[config.mk]
export PLATFORM = sky130hd
export DESIGN_NAME = rank_select_seq
export DESIGN_NICKNAME = d
export VERILOG_FILES = /design/src/rtl/osf_pkg.sv /design/src/rtl/comparer2.sv /design/src/rtl/rank_select_seq.sv
export SDC_FILE = /design/constraint.sdc
export NUM_CORES = 1
export LEC_CHECK = 0
export ABC_CLOCK_PERIOD_IN_PS = 5700
export CELL_PAD_IN_SITES_DETAIL_PLACEMENT = 0
export CELL_PAD_IN_SITES_GLOBAL_PLACEMENT = 1
export CORE_MARGIN = 3
export CORE_UTILIZATION = 43
export DETAILED_ROUTE_END_ITERATION = 10
export PLACE_DENSITY_LB_ADDON = 0.3
export SYNTH_ARGS = -nofsm -noshare
export SYNTH_HDL_FRONTEND = slang
export SYNTH_SLANG_ARGS = --single-unit
[constraint.sdc]
create_clock -name clk -period 5.7 [get_ports clk]
set_input_delay 1.425 -clock clk [delete_from_list [all_inputs] [get_ports clk]]
set_output_delay 1.425 -clock clk [all_outputs]
set_load 0.03 [all_outputs]
[src/rtl/osf_pkg.sv]
// Shared definitions for the order-statistics filter blocks.
// State encoding and odd-even transposition sort cost helpers.
package osf_pkg;

  localparam logic [1:0] ST_LOAD  = 2'd0;
  localparam logic [1:0] ST_SORT  = 2'd1;
  localparam logic [1:0] ST_DRAIN = 2'd2;
  localparam logic [1:0] ST_OUT   = 2'd3;

  typedef enum logic [1:0] {
    LOAD  = ST_LOAD,
    SORT  = ST_SORT,
    DRAIN = ST_DRAIN,
    OUT   = ST_OUT
  } state_e;

  function automatic int pairs_even(input int n);
    return n / 2;
  endfunction

  function automatic int pairs_odd(input int n);
    return (n - 1) / 2;
  endfunction

  // Every phase issues its pairs and then spends one drain cycle.
  function automatic int SORT_CYCLES(input int n);
    int s;
    s = 0;
    for (int p = 0; p < n; p++) begin
      s += ((p % 2 == 0) ? pairs_even(n) : pairs_odd(n)) + 1;
    end
    return s;
  endfunction

endpackage

[src/rtl/comparer2.sv]
// Registered two-input compare-swap, latency one cycle.
// dout_lo gets the smaller input, dout_hi the larger.
module comparer2 #(
  parameter int DATA_WIDTH = 8
) (
  input  logic                  clk,
  input  logic                  arstn,
  input  logic [DATA_WIDTH-1:0] dinA,
  input  logic [DATA_WIDTH-1:0] dinB,
  output logic [DATA_WIDTH-1:0] dout_lo,
  output logic [DATA_WIDTH-1:0] dout_hi
);

  always_ff @(posedge clk or negedge arstn) begin
    if (!arstn) begin
      dout_lo <= '0;
      dout_hi <= '0;
    end else if (dinA <= dinB) begin
      dout_lo <= dinA;
      dout_hi <= dinB;
    end else begin
      dout_lo <= dinB;
      dout_hi <= dinA;
    end
  end

endmodule

[src/rtl/rank_select_seq.sv]
// k-th order statistic of an N-sample window using one shared
// compare-swap unit and odd-even transposition sort.
module rank_select_seq
  import osf_pkg::*;
#(
  parameter int DATA_WIDTH = 8,
  parameter int N          = 9,
  parameter int IDX_W      = 4
) (
  input  logic                  clk,
  input  logic                  arstn,
  input  logic                  in_valid,
  output logic                  in_ready,
  input  logic [DATA_WIDTH-1:0] in_data,
  input  logic [IDX_W-1:0]      rank,
  output logic                  out_valid,
  input  logic                  out_ready,
  output logic [DATA_WIDTH-1:0] out_data,
  output logic                  busy
);

  localparam int PE = pairs_even(N);
  localparam int PO = pairs_odd(N);
  localparam logic [IDX_W-1:0] LAST = IDX_W'(N - 1);
  localparam logic [IDX_W-1:0] PE_W = IDX_W'(PE);
  localparam logic [IDX_W-1:0] PO_W = IDX_W'(PO);

  state_e state_q, state_d;
  logic [IDX_W-1:0] cnt_q, cnt_d;
  logic [IDX_W-1:0] phase_q, phase_d;
  logic [IDX_W-1:0] pair_q, pair_d;
  logic [IDX_W-1:0] rank_q, rank_d;
  logic [IDX_W-1:0] wb_idx_q;
  logic             wb_pend_q;

  logic [DATA_WIDTH-1:0] arr_q [N];

  logic [IDX_W-1:0] idx, idx1, wb_idx1;
  logic [IDX_W-1:0] npairs, nxt_pairs;
  logic [DATA_WIDTH-1:0] cmp_lo, cmp_hi;
  logic in_fire;

  assign in_fire   = (state_q == LOAD) && in_valid;
  assign npairs    = phase_q[0] ? PO_W : PE_W;
  assign nxt_pairs = phase_q[0] ? PE_W : PO_W;
  // Odd phases shift the pairing by one element.
  assign idx       = (pair_q << 1) | IDX_W'(phase_q[0]);
  assign idx1      = idx + 1'b1;
  assign wb_idx1   = wb_idx_q + 1'b1;

  always_comb begin
    state_d = state_q;
    cnt_d   = cnt_q;
    phase_d = phase_q;
    pair_d  = pair_q;
    rank_d  = rank_q;
    unique case (state_q)
      LOAD: begin
        if (in_valid) begin
          cnt_d = cnt_q + 1'b1;
          if (cnt_q == '0) begin
            rank_d = (rank > LAST) ? LAST : rank;
          end
          if (cnt_q == LAST) begin
            state_d = SORT;
            cnt_d   = '0;
            phase_d = '0;
            pair_d  = '0;
          end
        end
      end
      SORT: begin
        if (pair_q + 1'b1 == npairs) begin
          state_d = DRAIN;
          pair_d  = '0;
        end else begin
          pair_d = pair_q + 1'b1;
        end
      end
      DRAIN: begin
        if (phase_q == LAST) begin
          state_d = OUT;
        end else begin
          phase_d = phase_q + 1'b1;
          // An empty phase only costs its drain cycle.
          state_d = (nxt_pairs == '0) ? DRAIN : SORT;
        end
      end
      OUT: begin
        if (out_ready) begin
          state_d = LOAD;
          cnt_d   = '0;
        end
      end
      default: state_d = LOAD;
    endcase
  end

  always_ff @(posedge clk or negedge arstn) begin
    if (!arstn) begin
      state_q   <= LOAD;
      cnt_q     <= '0;
      phase_q   <= '0;
      pair_q    <= '0;
      rank_q    <= '0;
      wb_idx_q  <= '0;
      wb_pend_q <= 1'b0;
    end else begin
      state_q   <= state_d;
      cnt_q     <= cnt_d;
      phase_q   <= phase_d;
      pair_q    <= pair_d;
      rank_q    <= rank_d;
      wb_idx_q  <= idx;
      wb_pend_q <= (state_q == SORT);
    end
  end

  always_ff @(posedge clk or negedge arstn) begin
    if (!arstn) begin
      for (int i = 0; i < N; i++) arr_q[i] <= '0;
    end else begin
      if (in_fire) arr_q[cnt_q] <= in_data;
      if (wb_pend_q) begin
        arr_q[wb_idx_q] <= cmp_lo;
        arr_q[wb_idx1]  <= cmp_hi;
      end
    end
  end

  comparer2 #(
    .DATA_WIDTH(DATA_WIDTH)
  ) u_cmp (
    .clk    (clk),
    .arstn  (arstn),
    .dinA   (arr_q[idx]),
    .dinB   (arr_q[idx1]),
    .dout_lo(cmp_lo),
    .dout_hi(cmp_hi)
  );

  assign in_ready  = (state_q == LOAD);
  assign out_valid = (state_q == OUT);
  assign busy      = (state_q != LOAD);
  assign out_data  = out_valid ? arr_q[rank_q] : '0;

endmodule

==> results of run 1 <==
==> sequential cells by signal (all words and copies together), names as in the netlist, 4 cells and up <==
name and count:
arr_q 72, u_cmp.dout_hi 8, u_cmp.dout_lo 8, cnt_q 4, pair_q 4, phase_q 4
rank_q 4, wb_idx_q 4
==> area by class of cell <==
| type | count | area, sq um |
|---|---|---|
| well taps | 225 | 282 |
| multi-input cells | 612 | 4520 |
| repair buffers | 32 | 303 |
| fillers | 1640 | 9240 |
| clock buffers | 10 | 229 |
| flip-flops and latches | 111 | 2780 |
| clock inverters | 6 | 55.1 |
| inverters | 19 | 71.3 |
==> worst paths after layout <==
kind / startpoint / endpoint / slack, ns
setup / recovery: rank_q[0] / out_data[4] / 1.15
hold / removal: wb_pend_q / arr_q[7] / 0.54
setup reg to reg: pair_q[1] / u_cmp.dout_lo[0] / 1.42
hold reg to reg: wb_pend_q / arr_q[7] / 0.54
max in group asynchronous: arstn / arr_q[68] / 3.34
min in group asynchronous: arstn / pair_q[2] / 1.21
==> stage by stage <==
stage	instance area, sq um	worst slack, ns
after floorplan	7740	2.19
after global placement	7960	1.52
after detailed placement	7960	1.45
after CTS	8240	1.12
after global routing	8240	0.936
final	8240	1.15
==> cells by family after synthesis <==
kind of cell             count (synthesis)  share of synthesized area
multiplexers                            99                      0.191
XOR/XNOR                                 4                    0.00453
buffers and inverters                   98                     0.0566
AND/OR/NAND/NOR                        282                      0.168
flip-flops                             111                      0.359
adder cells (fa/ha/maj)                 17                     0.0275
AO/OA/AOI/OAI                          210                      0.193
==> cells in the mapped netlist, types with 5 or more instances <==
cell	n
sky130_fd_sc_hd__mux4_2	36
sky130_fd_sc_hd__buf_2	11
sky130_fd_sc_hd__o31ai_1	5
sky130_fd_sc_hd__a32oi_1	60
sky130_fd_sc_hd__o22ai_1	81
sky130_fd_sc_hd__mux2_2	28
sky130_fd_sc_hd__clkbuf_1	41
sky130_fd_sc_hd__a22o_1	9
sky130_fd_sc_hd__ha_1	17
sky130_fd_sc_hd__nor2_1	38
sky130_fd_sc_hd__dfrtp_1	111
sky130_fd_sc_hd__nand2_1	168
sky130_fd_sc_hd__buf_4	5
sky130_fd_sc_hd__a21oi_1	15
sky130_fd_sc_hd__buf_6	5
sky130_fd_sc_hd__a22oi_1	16
sky130_fd_sc_hd__inv_1	19
sky130_fd_sc_hd__nand3b_1	7
sky130_fd_sc_hd__mux2i_1	33
sky130_fd_sc_hd__o21ai_0	15
sky130_fd_sc_hd__nand3_1	23
sky130_fd_sc_hd__nor2b_1	7
sky130_fd_sc_hd__buf_1	17
sky130_fd_sc_hd__nand2b_1	5
==> power by group through the flow <==
stage | sequential (W) | clock [W] | combinational (W)
final | 0.000805 | 0.000636 | 0.000166
after global routing | 0.000806 | 0.000673 | 0.000182
after CTS | 0.000805 | 0.000640 | 0.000166
after detailed placement | 0.000820 | 0 | 0.000166
after global placement | 0.000820 | 0 | 0.000163
after floorplan | 0.000814 | 0 | 0.000109
==> critical path, stage by stage, from the launching register on <==
cell                              delay (ns)
sky130_fd_sc_hd__dfrtp_1                1.03
sky130_fd_sc_hd__mux4_2                 0.60
sky130_fd_sc_hd__mux2i_1                0.20
sky130_fd_sc_hd__nor2_1                 0.10
sky130_fd_sc_hd__a21oi_1                0.15
sky130_fd_sc_hd__nor2_1                 0.07
sky130_fd_sc_hd__clkdlybuf4s50_1        0.61
==> layer usage <==
layer,GRT usage,wire length (microns)
met2,0.379,11200
met5,0,0
met3,0.0447,2560
met4,0.0627,454
met1,0.402,11400
==> flow_results.org, run 1 <==
** Floorplan
- Number of cell rows :: 48
- Starting density of the core :: 0.443
- Core area :: ~17,000 sq um
- From left edge to right edge, the die measures 140 microns.
- Floorplan die height :: 140 microns
- The die covers 19,600 sq um.
- Ports placed on the boundary :: 27

** Synthesis
- Mapped Avg Cell Area :: 9.42 sq um
- In this run, synthesis inferred 0 flip-flops with an integrated enable.
- For this run, the leading register cell type out of synthesis is sky130_fd_sc_hd__dfrtp_1.
- After synthesis, the share of flip-flops with an asynchronous set or reset is 1.00.
- Yosys printed 0 warnings.
- By area the synthesized netlist is led by sky130_fd_sc_hd__dfrtp_1, sky130_fd_sc_hd__mux4_2, sky130_fd_sc_hd__nand2_1, sky130_fd_sc_hd__a32oi_1, sky130_fd_sc_hd__o22ai_1.
- Post-Synthesis Cells :: 821
- Yosys top cell area share :: 0.359
- Number of unique standard cell types used by synthesis :: 54
- The largest total area in the synthesized netlist belongs to sky130_fd_sc_hd__dfrtp_1.
- The cell area that synthesis handed to floorplanning was 7740 sq um.
- Nets in the synthesized netlist :: around 850
- Post-synthesis sequential area ratio :: 0.359
- Counting flops and latches in the post-synthesis netlist gives 111.

** Clocking
- Resized Gates After CTS :: 0
- Post-CTS repair timing setup buffer count :: 0
- Insertion delay to the later sink of the worst-skew pair :: 0.37 ns
- CTS built an H-tree with a depth of 3.
- Clk pin slew, worst setup/hold paths :: 0.08 ns
- Counting along the longest clock path gives a buffer depth of 2.
- TritonCTS buffer count :: 9
- In this run, post-CTS hold repair placed 0 buffers.
- The clock drives roughly 110 sinks.
- CTS Root Buffer Type :: sky130_fd_sc_hd__clkbuf_16
- Clock tree from TritonCTS :: built

** STA
- Clock Skews :: 0.0141 ns
- Max-slew violation count :: 0
- Of the available clock period, the critical path in the final layout requires 0.798.
- Setup violations remaining at the end of the flow were counted as 0.
- The final hold violation count came to 0.
- Min Clock Period, post-route :: 4.55 ns
- Summed over all failing endpoints, the final setup total negative slack is 0 ns.
- Measured against its own limit, the worst slew margin works out to 0.288.
- For the pin with the worst max-slew slack, the measured transition is between 1 and 1.5 ns.
- Fin Hold WS :: 0.541 ns
- Timing would allow up to 220 MHz.
- Setup repair after global routing left no endpoint under its margin.

** Route
- Vias per cell :: 6.82
- The first detailed-routing pass took 6 iterations.
- After the first detailed-routing iteration, the DRC count stood at 893.
- Per-cell routed wire length :: 25.2 microns
- Routed Wire Length :: approximately 26,000 microns
- The detail route stage leaves a number of antenna-violating nets equal to 0.
- For this block, the via count after detailed routing is 6,925.
- Residual DRC :: 0

** Pwr
- Combinational fraction of design power :: 0.103
- The share of total power dissipated in sequential elements is 0.501.
- For this design the static power due to leakage is 3.04 nW.
- Fraction of power spent switching nets :: 0.278
- Total power density per cell area :: 195 nW/um^2
- Across the VDD grid, the largest voltage drop is 0.000148 V.
- Internal Dissipation :: 0.00116 W
- Switching power total :: 0.000447 W
- Tot Pwr :: about 0.0016 W
- Of the total power, the clock network draws 0.396.

** Placed design
- Final HPWL from detailed placement :: 18,700 microns
- Port Buf Inserts :: 26
- After detailed placement, the design holds a cell count of ~1,000.
- Routability-driven placement finished with a final weighted congestion of between 0.9 and 1.

** Global routing
- First-pass GRT wire length :: 39,900 microns
- The number of antenna violations at the first check in global routing was 0.
- GRT overflow :: 0
- The number of global-route vias before repair came to 6,586.
- Across every metal layer, demand over resource in global routing totals 0.260.
- Maximum number of pins on one net before global-route repair :: 75

** Finish
- 0 antenna diodes ended up in the layout.
- Synth-to-Final Area Change :: 6.52%
- Net total in the final layout :: 818
- Post-Route Utilization :: 0.472
- Commonest non-fill, non-tap cell in the layout :: sky130_fd_sc_hd__nand2_1
- Layout cells sized above 1 :: 0.133
- The library cells used most frequently in the layout, excluding fill and tap cells, are sky130_fd_sc_hd__nand2_1, sky130_fd_sc_hd__dfrtp_1, sky130_fd_sc_hd__o22ai_1.
- Cell Count, Final, Fillers Out :: 1,015

** Worst setup path
- The worst setup path is launched from a register.
- At the worst endpoint, the required time is 4.28 ns.
- Reg2Reg Depth :: 12
- Critical setup path kind :: reg -> out
- Data on the critical path arrives at its endpoint at approximately 3.1 ns.
- In this run the worst path has a maximum fanout of 18.
- Kind of end point of the critical path :: primary output

** Job
- Number of max-cap violations :: 0

** Run status
- The run finished with clean final reports.

** Worst hold path
- Depth of the worst hold-timing path :: 1
- Type of the worst min-delay path :: reg -> reg
Power figures use the tool's default switching activity.
==> inputs of run 2 (changes only) <==
--- a/config.mk
+++ b/config.mk
@@ -5,7 +5,7 @@
 export SDC_FILE = /design/constraint.sdc
 export NUM_CORES = 1
 export LEC_CHECK = 0
-export ABC_CLOCK_PERIOD_IN_PS = 5700
+export ABC_CLOCK_PERIOD_IN_PS = 4680
 export CELL_PAD_IN_SITES_DETAIL_PLACEMENT = 0
 export CELL_PAD_IN_SITES_GLOBAL_PLACEMENT = 1
 export CORE_MARGIN = 3
==> constraint.sdc (replaced) <==
create_clock -name clk -period 4.68 [get_ports clk]
set_input_delay 1.17 -clock clk [delete_from_list [all_inputs] [get_ports clk]]
set_output_delay 1.17 -clock clk [all_outputs]
set_load 0.03 [all_outputs]
==> flow_results.org, run 2 (synthesis gave the netlist of run 1 again) <==
** STA
- The headroom to the max-slew limit was 0.296 (was 0.288).
- Final WS setup :: 0.432 ns (was 1.15 ns)
- The number of endpoints failing setup at the final stage is 0 (unchanged).
- Setup repair after global routing missed its margin: no (unchanged).
- Highest Clock Rate :: 235 MHz
- The slew at the pin with the worst max-slew slack came to 1.06 ns (about the same).
- Dividing the final minimum period by the clock period gives 0.908.
- Final Hold Vio Count :: 0 (unchanged)
- Setup TNS :: 0 ns (unchanged)
- Subtracting the final worst setup slack from the clock period gives 4.25 ns.
- Clock Skews :: 0.0153 ns (was 0.0141 ns)
- The number of max-slew violations in the final report was 0 (unchanged).

** Clocking
- The CTS clock-pin slew for the worst setup and hold paths was 0.08 ns (about the same).
- Resized Gates After CTS :: 0 (unchanged)
- The CTS tree was built (unchanged).
- TritonCTS buffer count :: 9 (unchanged)
- Total of hold buffers inserted after clock tree synthesis :: 0 (unchanged)
- The count of buffers added by post-CTS timing repair for setup came to 0 (unchanged).
- CTS Root Buffer Type :: sky130_fd_sc_hd__clkbuf_16 (unchanged)
- Insertion delay to the later sink of the worst-skew pair :: 0.37 ns (about the same)
- H-tree lvl count :: 3 (unchanged)
- Clock Path Buffers :: 2 (unchanged)
- The clock sink total was 111 (unchanged).

** Finish
- Top Registers :: arr_q x72, u_cmp.dout_hi x8, u_cmp.dout_lo x8 (unchanged)
- The ratio of cells with drive above 1 in the final layout came to 0.143 (was 0.133).
- The number of flip-flops in the largest register was 72 (unchanged).
- Cell Count, Final, Fillers Out :: 1,023 (was 1,015)
- The sequential cell area came to 2780 sq um (unchanged).
- The register containing the most flip-flops in the final layout was arr_q (unchanged).
- The area growth from synthesis to final layout is 7.44% (was 6.52%).
- Summed area of non-filler cells in the final layout :: 8310 sq um (was 8240 sq um)
- Commonest cells after routing, fill and taps aside :: sky130_fd_sc_hd__nand2_1, sky130_fd_sc_hd__dfrtp_1, sky130_fd_sc_hd__o22ai_1 (unchanged)
- The leading cell type in the layout, fill and taps excluded is sky130_fd_sc_hd__nand2_1 (unchanged).
- The multi-input logic area came to 4520 sq um (unchanged).
- Number of fillers in the final layout :: 1,635 (was 1,640)
- Count of antenna diodes in the layout :: 0 (unchanged)
- Net total in the final layout :: 826 (was 818)
- Post-Route Utilization :: 0.476 (was 0.472)

** Route
- Drt initial violations :: 822 (was 893)
- The final routed wirelength across all metal layers came to 25,500 microns (about the same).
- Per-cell routed wire length :: 24.9 microns (was 25.2 microns)
- The DRC violation count after routing is 0 (unchanged).
- The count of TritonRoute iterations in the first routing pass is 6 (unchanged).
- The average vias per placed instance is 6.69 (was 6.82).
- Residual antenna-violating net count after detailed routing :: 0 (unchanged)
- Total via count in the routed design :: 6,840 (was 6,925)

** Worst setup path
- The most frequent cell on the critical path is sky130_fd_sc_hd__nor2_1 (unchanged).
- Crit-path max FO :: 18 (unchanged)
- The highest cell delay on the worst timing path was 1.04 ns (was 1.03 ns).
- Crit path max-delay family :: flip-flops (unchanged)
- Critical setup path kind :: reg -> out (unchanged)
- Slowest stage cell on the critical path :: sky130_fd_sc_hd__dfrtp_1 (unchanged)
- Critical path, cell by cell: mux4_2, mux2i_1, nor2_1, a21oi_1, nor2_1, clkdlybuf4s50_1 (unchanged).
- The critical path buffer and inverter count is 1 (unchanged).
- Required time of the worst setup path :: 3.51 ns (was 4.28 ns)
- The kind of start point of the critical path is a register (unchanged).
- Kind of end point of the critical path :: primary output (unchanged)
- Critical path data arrival time :: 3.08 ns (was 3.12 ns)

** Global routing
- Via count of the first global-routing pass :: 6,738 (was 6,586)
- The global routing met3 resource utilization came to 0.0481 (was 0.0447).
- Global Route Usage Sum :: 0.261 (was 0.260)
- M1 GR Usage :: 0.391 (was 0.402)
- Maximum number of pins on one net before global-route repair :: 72 (was 75)
- The most utilized layer in the global route result is met2 (was met1).
- First-pass GRT wire length :: 40,300 microns (was 39,900 microns)
- Met2 track utilization from global routing :: 0.397 (was 0.379)
- The number of antenna violations at the first check in global routing came to 0 (unchanged).
- The leftover overflow at the end of global routing is 0 (unchanged).

** Pwr
- Largest vdd supply drop :: 0.000199 V (was 0.000148 V)
- Reported leakage power :: 3.09 nW (was 3.04 nW)
- Total power density per cell area :: 239 nW/um^2 (was 195 nW/um^2)

** Floorplan
- Ports placed on the boundary :: 27 (unchanged)
- Number of cell rows :: 48 (unchanged)
- The core region area came to 17,500 sq um (unchanged).
- Starting density of the core :: 0.443 (unchanged)
- The die boundary height was 140 microns (unchanged).
- Die outline area :: 19,600 sq um (unchanged)
- The chip width was 140 microns (unchanged).

** Run status
- Status :: completed (unchanged)

** Placed design
- The pre-CTS setup slack was 0.762 ns (was 1.45 ns).
- Post-placement cell area :: 8020 sq um (was 7960 sq um)
- Number of placed cells counting well taps :: 1,007 (was 999)
- Port Buf Inserts :: 26 (unchanged)
- The final RePlAce weighted congestion was 0.944 (was 0.991).
- Final HPWL from detailed placement :: 18,900 microns (was 18,700 microns)

** Job
- Number of max-cap violations :: 0 (unchanged)

** Worst hold path
- Type of the worst min-delay path :: reg -> reg (unchanged)
run 2: cell count changes in the layout (fill, tap and decap cells not counted), sizes merged:
cell	previous run	this run
buf	7	15
clkbuf	10	9
clkinv	2	3
clkinvlp	1	0
inv	22	23
run 2: path summary, 6_finish.rpt:
kind,to,start,cells after the start,slack (ns)
worst max-delay path,out_data[1],rank_q[0],6,0.43
worst min-delay path,phase_q[3],phase_q[3],1,0.57
worst max register to register,u_cmp.dout_lo[5],pair_q[0],14,0.91
worst min register to register,phase_q[3],phase_q[3],1,0.57
max in group asynchronous,arr_q[65],arstn,2,2.82
min in group asynchronous,pair_q[2],arstn,1,0.95
run 2: layer usage:
metal  vias up  routed length [microns]
li1       3042                        -
met1      3453                    11500
met2       312                    11500
met3        33                     2110
met4         0                      397
met5         -                        0
run 2: layout make-up:
cell class | count | area share
clock buffers | 9 | 0.0271
repair buffers | 40 | 0.0436
flip-flops and latches | 111 | 0.334
well taps | 225 | 0.0339
multi-input cells | 612 | 0.544
inverters | 19 | 0.00858
clock inverters | 7 | 0.00843
run 2: power by group:
part / switching [W] / leakage (nW) / internal (W)
Clock: 0.000419 / 0.147 / 0.000379
Sequential: 0.0000139 / 1.16 / 0.000967
Combinational: 0.000128 / 1.78 / 0.0000766
Total: 0.000561 / 3.09 / 0.00142
run 2: worst reg2reg max path, stage by stage (launching register included):
cell and delay, ns:
sky130_fd_sc_hd__dfrtp_1 0.35, sky130_fd_sc_hd__buf_4 0.34, sky130_fd_sc_hd__ha_1 0.32, sky130_fd_sc_hd__a21boi_0 0.18
sky130_fd_sc_hd__nor3_2 0.61, sky130_fd_sc_hd__a22oi_1 0.20, sky130_fd_sc_hd__nand2_1 0.15, sky130_fd_sc_hd__inv_1 0.05
sky130_fd_sc_hd__ha_1 0.31, sky130_fd_sc_hd__nor2b_1 0.14, sky130_fd_sc_hd__o211ai_1 0.15, sky130_fd_sc_hd__a21oi_1 0.08
sky130_fd_sc_hd__o32a_1 0.28, sky130_fd_sc_hd__buf_4 0.20, sky130_fd_sc_hd__mux2_2 0.30
run 2: per-stage QoR:
stage | power [W] | hold WS (ns)
6_report | 0.00198 | 0.567
5_1_grt | 0.00205 | 0.606
4_1_cts | 0.00199 | 0.577
3_5_place_dp | 0.00120 | 0.554
3_3_place_gp | 0.00120 | 0.540
2_1_floorplan | 0.00112 | 0.396
